$ cat config.mk
export PLATFORM = sky130hd
export DESIGN_NAME = led_matrix_frame_tx
export DESIGN_NICKNAME = d
export VERILOG_FILES = /design/src/rtl/led_matrix_frame_tx.sv
export SDC_FILE = /design/constraint.sdc
export NUM_CORES = 1
export LEC_CHECK = 0
export CAP_MARGIN = 5
export CORE_MARGIN = 5
export CORE_UTILIZATION = 60
export DETAILED_ROUTE_END_ITERATION = 8
export DONT_BUFFER_PORTS = 1
export PLACE_DENSITY = 0.76
export SLEW_MARGIN = 20
export SYNTH_ARGS = -nofsm -noshare
export SYNTH_HDL_FRONTEND = slang
export SYNTH_SLANG_ARGS = --single-unit
$ cat constraint.sdc
create_clock -name clk -period 2 [get_ports clk]
set_input_delay 0 -clock clk [delete_from_list [all_inputs] [get_ports clk]]
set_output_delay 0 -clock clk [all_outputs]
set_load 0.05 [all_outputs]
$ cat src/rtl/led_matrix_frame_tx.sv
// Serialising transmitter for the LED matrix link: shifts a frame out MSB-first
// on a divided data clock, then pulses a latch strobe.
module led_matrix_frame_tx #(
    parameter int NLEDS      = 64,
    parameter int DIV        = 4,
    parameter int STROBE_LEN = 4
) (
    input  logic             clk,
    input  logic             reset,
    input  logic [NLEDS-1:0] frame_data,
    input  logic             frame_valid,
    output logic             frame_ready,
    output logic             sdata,
    output logic             sclk,
    output logic             sstrobe,
    output logic             busy,
    output logic             done
);

    localparam int PMAX = (DIV > STROBE_LEN) ? DIV : STROBE_LEN;
    localparam int PW   = $clog2(PMAX) + 1;
    localparam int IW   = (NLEDS > 1) ? $clog2(NLEDS) : 1;

    localparam logic [PW-1:0] DIV_TC  = PW'(DIV - 1);
    localparam logic [PW-1:0] STB_TC  = PW'(STROBE_LEN - 1);
    localparam logic [IW-1:0] IDX_TOP = IW'(NLEDS - 1);

    typedef enum logic [2:0] {
        ST_IDLE   = 3'd0,
        ST_LOW    = 3'd1,
        ST_HIGH   = 3'd2,
        ST_SETTLE = 3'd3,
        ST_STROBE = 3'd4
    } state_t;

    state_t           state, state_n;
    logic [PW-1:0]    phase, phase_n;
    logic [IW-1:0]    idx, idx_n;
    logic [NLEDS-1:0] shreg, shreg_n, shreg_shl;
    logic             sdata_n, sclk_n, sstrobe_n, busy_n, done_n;

    assign shreg_shl   = shreg << 1;
    assign frame_ready = (state == ST_IDLE);

    always_ff @(posedge clk) begin
        if (reset) begin
            state   <= ST_IDLE;
            phase   <= '0;
            idx     <= '0;
            shreg   <= '0;
            sdata   <= 1'b0;
            sclk    <= 1'b0;
            sstrobe <= 1'b0;
            busy    <= 1'b0;
            done    <= 1'b0;
        end else begin
            state   <= state_n;
            phase   <= phase_n;
            idx     <= idx_n;
            shreg   <= shreg_n;
            sdata   <= sdata_n;
            sclk    <= sclk_n;
            sstrobe <= sstrobe_n;
            busy    <= busy_n;
            done    <= done_n;
        end
    end

    // Output registers are loaded with the value belonging to the state being
    // entered, so every pin changes exactly on the state transition edge.
    always_comb begin
        state_n   = state;
        phase_n   = phase + PW'(1);
        idx_n     = idx;
        shreg_n   = shreg;
        sdata_n   = sdata;
        sclk_n    = 1'b0;
        sstrobe_n = 1'b0;
        done_n    = 1'b0;

        case (state)
            ST_IDLE: begin
                phase_n = '0;
                if (frame_valid) begin
                    state_n = ST_LOW;
                    shreg_n = frame_data;
                    idx_n   = IDX_TOP;
                    sdata_n = frame_data[NLEDS-1];
                end
            end
            ST_LOW: begin
                if (phase == DIV_TC) begin
                    state_n = ST_HIGH;
                    phase_n = '0;
                    sclk_n  = 1'b1;
                end
            end
            ST_HIGH: begin
                sclk_n = 1'b1;
                if (phase == DIV_TC) begin
                    phase_n = '0;
                    sclk_n  = 1'b0;
                    if (idx != '0) begin
                        state_n = ST_LOW;
                        idx_n   = idx - IW'(1);
                        shreg_n = shreg_shl;
                        sdata_n = shreg_shl[NLEDS-1];
                    end else begin
                        state_n = ST_SETTLE;
                    end
                end
            end
            ST_SETTLE: begin
                if (phase == DIV_TC) begin
                    state_n   = ST_STROBE;
                    phase_n   = '0;
                    sstrobe_n = 1'b1;
                end
            end
            ST_STROBE: begin
                sstrobe_n = 1'b1;
                if (phase == STB_TC) begin
                    state_n   = ST_IDLE;
                    phase_n   = '0;
                    sstrobe_n = 1'b0;
                    done_n    = 1'b1;
                end
            end
            default: begin
                state_n = ST_IDLE;
                phase_n = '0;
            end
        endcase

        busy_n = (state_n != ST_IDLE);
    end

endmodule

After elaboration in Yosys (flattened, before gate mapping)

Index checks and enable logic that the tools add are counted.

Bits of input ports: 67
Bits in latches: 0
Bits in read-only memories: 0
RAM bits: 0
Word-level logic and storage cells: 52
Output and inout bits: 6
Memories kept: 0
Register bits: 80

Order comparisons: 0
Shift operators: 0
Multiply operators: 0
Muxes and demuxes: 23
Eq/ne operators: 8
Reductions and logical operators: 8
$add $sub $neg: 2
Divide/modulo/power cells: 0
Bitwise operators: 2

Operators with widths:

| operator              | count |
|---|---|
| $mux W63              | 3 |
| $pmux W63 S2          | 1 |
| $mux W6               | 3 |
| $mux W3               | 5 |
| $pmux W3 S5           | 1 |
| $pmux W6 S2           | 1 |
| $eq A3 B2 Y1 const B  | 3 |
| $ne A2 B2 Y1 const B  | 3 |
| $pmux W1 S2           | 3 |
| $reduce_bool A6 Y1    | 1 |
| $sub A6 B1 Y6 const B | 1 |
| $mux W1               | 5 |
| $reduce_and A4 Y1     | 1 |
| $reduce_or A4 Y1      | 1 |
| $add A3 B1 Y3 const B | 1 |
| $eq A3 B1 Y1 const B  | 1 |
| $eq A3 B3 Y1 const B  | 1 |
| $logic_not A3 Y1      | 1 |
| $reduce_bool A3 Y1    | 1 |
| $reduce_or A3 Y1      | 1 |
| $mux W2               | 1 |
| $not A1 Y1            | 2 |
| $reduce_bool A2 Y1    | 1 |
| $reduce_or A2 Y1      | 1 |

Depth between registers and ports, before layout

Gate-level depths: netlist of the first run.

Depth in word-level cells: 5
Mapped depth: 8
Gate-level depth less buffers: 6

Worst setup path before layout of the first run

Ideal clock, no wire load.

Path kind: reg-to-reg
From: register state[0]
To: register shreg[53]
Setup slack: -183 ps
Setup time: 142 ps
Buffers on the path: 3
Arrival: 2041 ps
Cell stages (with the launch flop): 8
Required time: 1858 ps
Clock period less this slack: 2183 ps
Path through: dfxtp_1 -> buf_6 -> nor3_2 -> nand2_1 -> buf_2 -> buf_4 -> a221oi_2 -> a211oi_2

Cells in the longest elaborated chain, start to end: 3
Elaborated cells between the ends (all ways): 8
Classes of those cells: 4 x eq/ne; 1 x mux; 3 x reduce/logical

Ends and longest elaborated chain:

| item                                                                       | line | text |
|---|---|---|
| start: declaration                                                         | 36   | `state_t state, state_n;` |
| start signal: assignment                                                   | 57   | `state <= state_n;` |
| $logic_not A3 Y1 *                                                         | n/a  |  |
| via frame_ready                                                            | 12   | `output logic frame_ready,` |
| $ne A2 B2 Y1 (no source line) / $reduce_bool A2 Y1 (equally long branches) | n/a  |  |
| $reduce_and A4 Y1 (no source line)                                         | n/a  |  |
| end signal: assignment                                                     | 60   | `shreg <= shreg_n;` |
| end: declaration                                                           | 39   | `logic [NLEDS-1:0] shreg, shreg_n, shreg_shl;` |

The timed path passes the listed nets; every way through them passes the cells marked *.
A chain may end at the register's enable or synchronous reset.

Worst setup path in the final report of the first run

From: register idx[0]
To: register shreg[30]

Cells in the longest elaborated chain, start to end: 3

Ends and longest elaborated chain:

| item                               | line | text |
|---|---|---|
| start: declaration                 | 38   | `logic [IW-1:0] idx, idx_n;` |
| start signal: assignment           | 59   | `idx <= idx_n;` |
| $reduce_bool A6 Y1                 | 103  | `if (idx != '0) begin` |
| $ne A2 B2 Y1 (no source line)      | n/a  |  |
| $reduce_and A4 Y1 (no source line) | n/a  |  |

Every way passes these cells.

==> summary.md, run 1 <==
| Metric | Value |
|---|---|
| Chip Height | `around 96 µm` |
| CTS buffer count | `9` |
| Initial core utilization | `0.614` |
| Synthesis-stage register bit count | `80` |
| DIE AREA | `9200 µm²` |
| FF-to-FF Start | `idx[0]$_SDFFE_PP0P_` |
| GR peak layer | `met2` |
| Via Count | `3184` |
| Total iterations of the first detailed-routing run | `4` |
| Min-delay worst type | `input port to register` |
| Hold_sp | `frame_data[58]` |
| # fillers | `between 600 and 700` |
| Fin. Hold Viols | `0` |
| Largest net degree at the start of global routing | `79` |
| Layout cell share with drive strength beyond 1 | `0.212` |
| Number of synthesized flops with an enable pin | `0` |
| Seq/Total Area, Yosys | `0.362` |
| # IOs | `between 70 and 80` |
| Worst path required time | `~2.3 ns` |
| Final Cycle Share | `0.937` |
| Main flop type after synthesis | `dfxtp_1` |
| CTS tree | `done` |
| Distinct cells, synth | `46` |
| Post-route total power | `3.34 mW` |
| Hold Crit Endpoint | `shreg[58]$_SDFFE_PP0P_` |
| Buf/Inv on CP | `2` |
| CP cell instances | `inv_1, ha_1, nor4b_4, a21o_4, buf_12, a221oi_1, a211oi_1` |
| Worst EP arrival | `2.13 ns` |
| Postcts setup bufs | `0` |
| Drt initial violations | `237` |
| Critical path's top delay family | `compound AO/OA/AOI/OAI gates` |
| CP Max Fanout | `39` |
| Worst slew pin tran | `roughly 0.5 ns` |
| Worst path slowest cell | `nor4b_4` |
| Skew final | `0.00595 ns` |
| Vias in the first global route | `3099` |
| Ant. Diodes | `0` |
| Reg2reg end | `shreg[30]$_SDFFE_PP0P_` |
| First-pass GRT wire length | `roughly 14 mm` |
| Row Count | `31` |
| Leakage Power | `about 1.6 nW` |
| Hold slack | `~0.019 ns` |
| Final setup viols | `0` |
| Core area | `roughly 7200 µm²` |
| Cell area after layout | `~4700 µm²` |
| Initial antenna violation count | `0` |
| Hold Path Depth | `3` |
| Clock sinks | `80` |
| Post-Synthesis Cells | `451` |
| Critical Path Max Stage Delay | `between 0.3 and 0.4 ns` |
| Layout area overhead | `5.76%` |
| PortBufs | `0` |
| Status | `complete, no violations` |
| Post-synthesis xor/xnor area fraction | `0.00395` |
| DRC violations left | `0` |
| R2r worst-path depth | `7` |
| H-tree depth | `3` |
| Total gr overflow | `0` |
| Clock-pin slew on the worst setup and hold paths | `0.07 ns` |
| Met2 track demand over resource | `0.313` |
| Post-DR vias/cell | `5.93` |
| Placed cell areas | `approximately 4400 µm²` |
| Synth Area in Compound Gates | `0.332` |
| Internal reg-to-reg setup slack | `between 0.1 and 0.15 ns` |
| Mean Syn Cell Area | `9.82 µm²` |
| WL per Instance | `around 16 µm` |
| Max transition margin | `0.667` |
| Startpoint type of the worst setup path | `register` |
| Max VDD drop | `approximately 370 µV` |
| P per Cell Area | `between 700 and 800 nW/µm²` |
| Post-Synth Simple-Gate Area | `0.148` |
| Deepest clock path buffer count | `2` |
| MaxCap Viol Count | `0` |
| Die Span X | `95.9 µm` |
| Syn Nets | `523` |
| Min Tclk post-route | `1.87 ns` |
| CP startpoint | `idx[0]$_SDFFE_PP0P_` |
| Fmax | `533 MHz` |
| Clk root buf | `clkbuf_8` |
| Mux cell area share after synthesis | `0.00480` |
| Crit Path Category | `register to register` |
| Synth warn | `0` |
| Post-place setup slack | `roughly 0.14 ns` |
| Mapped cell area | `between 4000 and 5000 µm²` |
| Final setup margin | `0.125 ns` |
| DRT Wirelength | `8.73 mm` |
| Routed Antenna Nets | `0` |
| Synth Area in Adders | `0.0141` |
| Total GRT Usage | `0.199` |
| Gpl congestion | `around 0.80` |
| Layout Nets | `a little over 500` |
| GR Util met3 | `0.0446` |
| Met1 GRT Util | `0.262` |
| CP endpoint kind | `register` |
| Max Slew Vio Count | `0` |
| Worst-Skew Late Latency | `0.34 ns` |
| Asr flop ratio synth | `0` |
| HPWL after DPL | `about 5.4 mm` |
| Largest family of logic cells by synthesized area | `compound AO/OA/AOI/OAI gates` |
## what timing repair did
action / CTS / global route
hold endpoints to repair: 80 / 0
hold buffers: 3 / 0
gates resized for setup: 0 / 1
endpoints found under the setup margin: 0 / 11
## cell type report
cell class,instances,area [µm²],area share
timing repair buffer,20,263,0.0561
multi-input combinational,255,2260,0.483
sequential,80,1600,0.342
tap,99,124,0.0264
inverter,69,259,0.0553
clock buffer,14,173,0.0369
## kinds of logic (layout without fill, tap and decap cells)
group | Yosys count | after routing
compound gates | 146 | 146
xor+xnor | 2 | 2
fa+ha+maj | 5 | 5
buf+inv | 116 | 103
flops | 80 | 80
mux | 2 | 2
simple gates | 100 | 100
## synthesized netlist by cell type, types with 5 or more instances
library cell / number / area (µm²)
dfxtp_1: 80 / 1600
inv_1: 69 / 259
a211oi_1: 55 / 413
nor2b_1: 54 / 338
a221oi_2: 40 / 601
a221oi_1: 23 / 201
clkbuf_1: 17 / 63.8
a211oi_2: 11 / 138
buf_2: 11 / 55.1
buf_4: 10 / 75.1
and2b_1: 9 / 67.6
nor2_1: 9 / 33.8
a21oi_1: 6 / 30.0
buf_12: 5 / 100
ha_1: 5 / 62.6
## registers in the layout (all words and copies together) (netlist names)
| register | count |
|---|---|
| busy | 1 |
| done | 1 |
| idx | 6 |
| phase | 3 |
| sclk | 1 |
| sdata | 1 |
| shreg | 63 |
| sstrobe | 1 |
| state | 3 |
## worst register-to-register path: stages, from the launching register on
cell	delay, ns
dfxtp_1	0.32
inv_1	0.11
ha_1	0.18
nor4b_4	0.37
a21o_4	0.22
buf_12	0.24
a221oi_1	0.12
a211oi_1	0.23
## per-stage QoR
step	TNS [ns]	cells	utilization
2_1_floorplan	0	451	-
3_3_place_gp	0	520	0.617
3_5_place_dp	0	520	0.617
4_1_cts	0	537	0.647
5_1_grt	-0.0802	537	0.649
6_report	0	537	0.649
## layout by cell type (no fill, tap or decap), drive strengths merged, types with 3 or more instances in the layout
cell	Yosys	final
and2b	9	9
nor4	3	3
a21oi	7	7
ha	5	5
nand2	3	3
nor2	10	10
a221oi	63	63
clkbuf	17	14
a211oi	66	66
nor3	5	5
nor2b	54	54
buf	30	18
dfxtp	80	80
inv	69	69
## power by group
group	switching (mW)	total, mW	internal (mW)
sequential	0.0896	1.80	1.71
clock	0.537	1.08	0.541
combinational	0.244	0.456	0.212
## how the worst max path moves through the flow
| stage | end | slack, ns | cells after the start |
|---|---|---|---|
| after global routing | shreg[26]$_SDFFE_PP0P_ | -0.04 | 7 |
| final | shreg[30]$_SDFFE_PP0P_ | 0.13 | 7 |
| after detailed placement | shreg[33]$_SDFFE_PP0P_ | 0.14 | 7 |
| after floorplan | shreg[53]$_SDFFE_PP0P_ | 0.08 | 7 |
| after CTS | shreg[33]$_SDFFE_PP0P_ | 0.13 | 7 |
| after global placement | shreg[25]$_SDFFE_PP0P_ | 0.21 | 7 |
## layer usage
layer  routed length, µm  up-vias  part of all wire
met4                 104        0             0.012
li1                    -     1602                 -
met2                4280       66              0.49
met1                3950     1508              0.45
met5                   0        -                 0
met3                 388        8             0.044
Note: power is estimated with default switching activity, not from simulation.
==> run 2: changes to the inputs <==
CTS_BUF_LIST = sky130_fd_sc_hd__clkbuf_4 sky130_fd_sc_hd__clkbuf_8   (was not set)
RECOVER_POWER = 50   (was not set)
==> run 2 against run 1 <==
  * Maximum frequency is 0.27% lower
  * Cell count unchanged
  * Setup slack worse by 0.0051 ns
  * Combinational power barely moved
  * Clock power about the same
  * Largest cell class unchanged
  * Highest routed layer unchanged
==> summary.md, run 2 (synthesis results as in run 1) <==
| Metric | Value |
|---|---|
| Post-route total power | `3.36 mW (+0.68%)` |
| Final Cycle Share | `0.940 (+0.00257)` |
| Final setup viols | `0 (unchanged)` |
| Total gr overflow | `0 (unchanged)` |
| P per Cell Area | `717 nW/µm² (+0.68%)` |
| Routed Antenna Nets | `0 (unchanged)` |
| HPWL after DPL | `5.41 mm (unchanged)` |
| Total GRT Usage | `0.199 (about the same)` |
| # IOs | `73 (unchanged)` |
| CP endpoint kind | `register` |
| Max Slew Vio Count | `0 (unchanged)` |
| Die Span X | `95.9 µm (unchanged)` |
| Leakage Power | `1.63 nW (about the same)` |
| Clock-pin slew on the worst setup and hold paths | `0.07 ns (about the same)` |
| Max transition margin | `0.611 (-0.0562)` |
| Layout area overhead | `5.76% (unchanged)` |
| Commonest non-fill, non-tap cell in the layout | `dfxtp_1` |
| Clock power frac | `0.328 (+0.005)` |
| Fin. Hold Viols | `0 (unchanged)` |
| Clock sinks | `80 (unchanged)` |
| CTS buffer count | `9 (unchanged)` |
| Sequential Power Share | `0.536 (-0.004)` |
| # fillers | `618 (-0.16%)` |
| Sw frac | `0.258 (-0.00272)` |
| Largest net degree at the start of global routing | `79 (unchanged)` |
| Register area | `1600 µm² (unchanged)` |
| Ant. Diodes | `0 (unchanged)` |
| Postcts setup bufs | `0 (unchanged)` |
| CTS tree | `done` |
| First-pass GRT wire length | `14.5 mm (about the same)` |
| Gpl congestion | `0.798 (unchanged)` |
| DRC violations left | `0 (unchanged)` |
| Min-delay worst type | `input port to register` |
| CP Max Fanout | `39 (unchanged)` |
| Combinational Power Share | `0.136 (about the same)` |
| Drt initial violations | `278 (+17%)` |
| MaxCap Viol Count | `0 (unchanged)` |
| Fmax | `532 MHz (-0.27%)` |
| Max VDD drop | `368 µV (-0.18%)` |
| Deepest clock path buffer count | `2 (unchanged)` |
| PortBufs | `0 (unchanged)` |
| Largest Register | `shreg` |
| Row Count | `31 (unchanged)` |
| Total iterations of the first detailed-routing run | `4 (unchanged)` |
| Worst EP arrival | `2.14 ns (about the same)` |
| Layout cell share with drive strength beyond 1 | `0.212 (unchanged)` |
| Post-DR vias/cell | `5.91 (-0.31%)` |
| Startpoint type of the worst setup path | `register` |
| Max reg flops | `63 (unchanged)` |
| Clk root buf | `clkbuf_8` |
| Status | `complete, no violations` |
| Initial antenna violation count | `0 (unchanged)` |
| Top flop regs | `shreg: 63 flops, idx: 6 flops` |
| Most frequent cells in the layout | `dfxtp_1, inv_1, a211oi_1, nor2b_1, a221oi_2` |
| DIE AREA | `9200 µm² (unchanged)` |
| Crit Path Category | `register to register` |
| Min Tclk post-route | `1.88 ns (+0.00514 ns)` |
| Area of the multi-input gates | `2260 µm² (unchanged)` |
| P_int | `2.49 mW (+1.0%)` |
| Skew final | `0.00615 ns (+0.000195 ns)` |
| Via Count | `3174 (-0.31%)` |
| Worst-Skew Late Latency | `0.34 ns (about the same)` |
| DRT Wirelength | `8.74 mm (+0.11%)` |
| Core area | `7210 µm² (unchanged)` |
| Chip Height | `95.9 µm (unchanged)` |
| Final core occ | `0.649 (unchanged)` |
| DP Cell Count | `520 (unchanged)` |
| Fin cells | `537 (unchanged)` |
| Switching power | `0.867 mW (-0.37%)` |
| WL per Instance | `16.3 µm (+0.11%)` |
| Worst slew pin tran | `0.586 ns (+0.0875 ns)` |
| Post-place setup slack | `0.139 ns (unchanged)` |
| H-tree depth | `3 (unchanged)` |
| Layout Nets | `507 (unchanged)` |
| Vias in the first global route | `3088 (-0.35%)` |
| Final setup margin | `0.120 ns (-0.00514 ns)` |
| Worst path required time | `2.26 ns (about the same)` |
| Hold slack | `0.0204 ns (+0.00173 ns)` |
| Initial core utilization | `0.614 (unchanged)` |
-- run 2: routing by layer --
metal | global-route usage | wire, µm
met1 | 0.264 | 4030
met5 | 0 | 0
met2 | 0.309 | 4250
met3 | 0.0446 | 333
met4 | 0.0877 | 126
-- run 2: final timing paths --
check                      startpoint                      to  slack (ns)  cells after the start
setup / recovery  idx[0]$_SDFFE_PP0P_  shreg[30]$_SDFFE_PP0P_        0.12                      7
hold / removal         frame_data[58]  shreg[58]$_SDFFE_PP0P_        0.02                      3
setup reg to reg  idx[0]$_SDFFE_PP0P_  shreg[30]$_SDFFE_PP0P_        0.12                      7
hold reg to reg   phase[0]$_SDFF_PP0_     phase[0]$_SDFF_PP0_        0.43                      1
-- run 2: layout make-up --
cell class                      count  share of cell area
Clock buffer                       14              0.0385
Multi-Input combinational cell    255               0.483
Sequential cell                    80               0.342
Tap cell                           99              0.0264
Inverter                           69              0.0553
Timing Repair Buffer               20              0.0545
-- run 2: power groups by stage --
stage / clock network [mW] / registers, mW / logic, mW
2_1_floorplan: 0 / 1.82 / 0.378
3_3_place_gp: 0 / 1.83 / 0.408
3_5_place_dp: 0 / 1.84 / 0.419
4_1_cts: 1.14 / 1.80 / 0.459
5_1_grt: 1.20 / 1.81 / 0.509
6_report: 1.10 / 1.80 / 0.456
-- run 2: per-stage QoR --
stage | instance area [µm²] | setup TNS (ns)
final | 4680 | 0
after global routing | 4680 | -0.0790
after CTS | 4680 | 0
after detailed placement | 4450 | 0
after global placement | 4450 | 0
after floorplan | 4440 | 0
-- run 2: worst max-delay path, cell delays in order, from the launching register on --
cell      delay (ns)
dfxtp_1         0.32
inv_1           0.11
ha_1            0.18
nor4b_4         0.38
a21o_4          0.22
buf_12          0.24
a221oi_1        0.12
a211oi_1        0.23
-- run 2: what timing repair did --
action / in CTS / in global routing
resized for setup: 0 / 1
hold endpoints to repair: 80 / 0
hold buffers: 3 / 0
setup endpoints to repair: 0 / 10
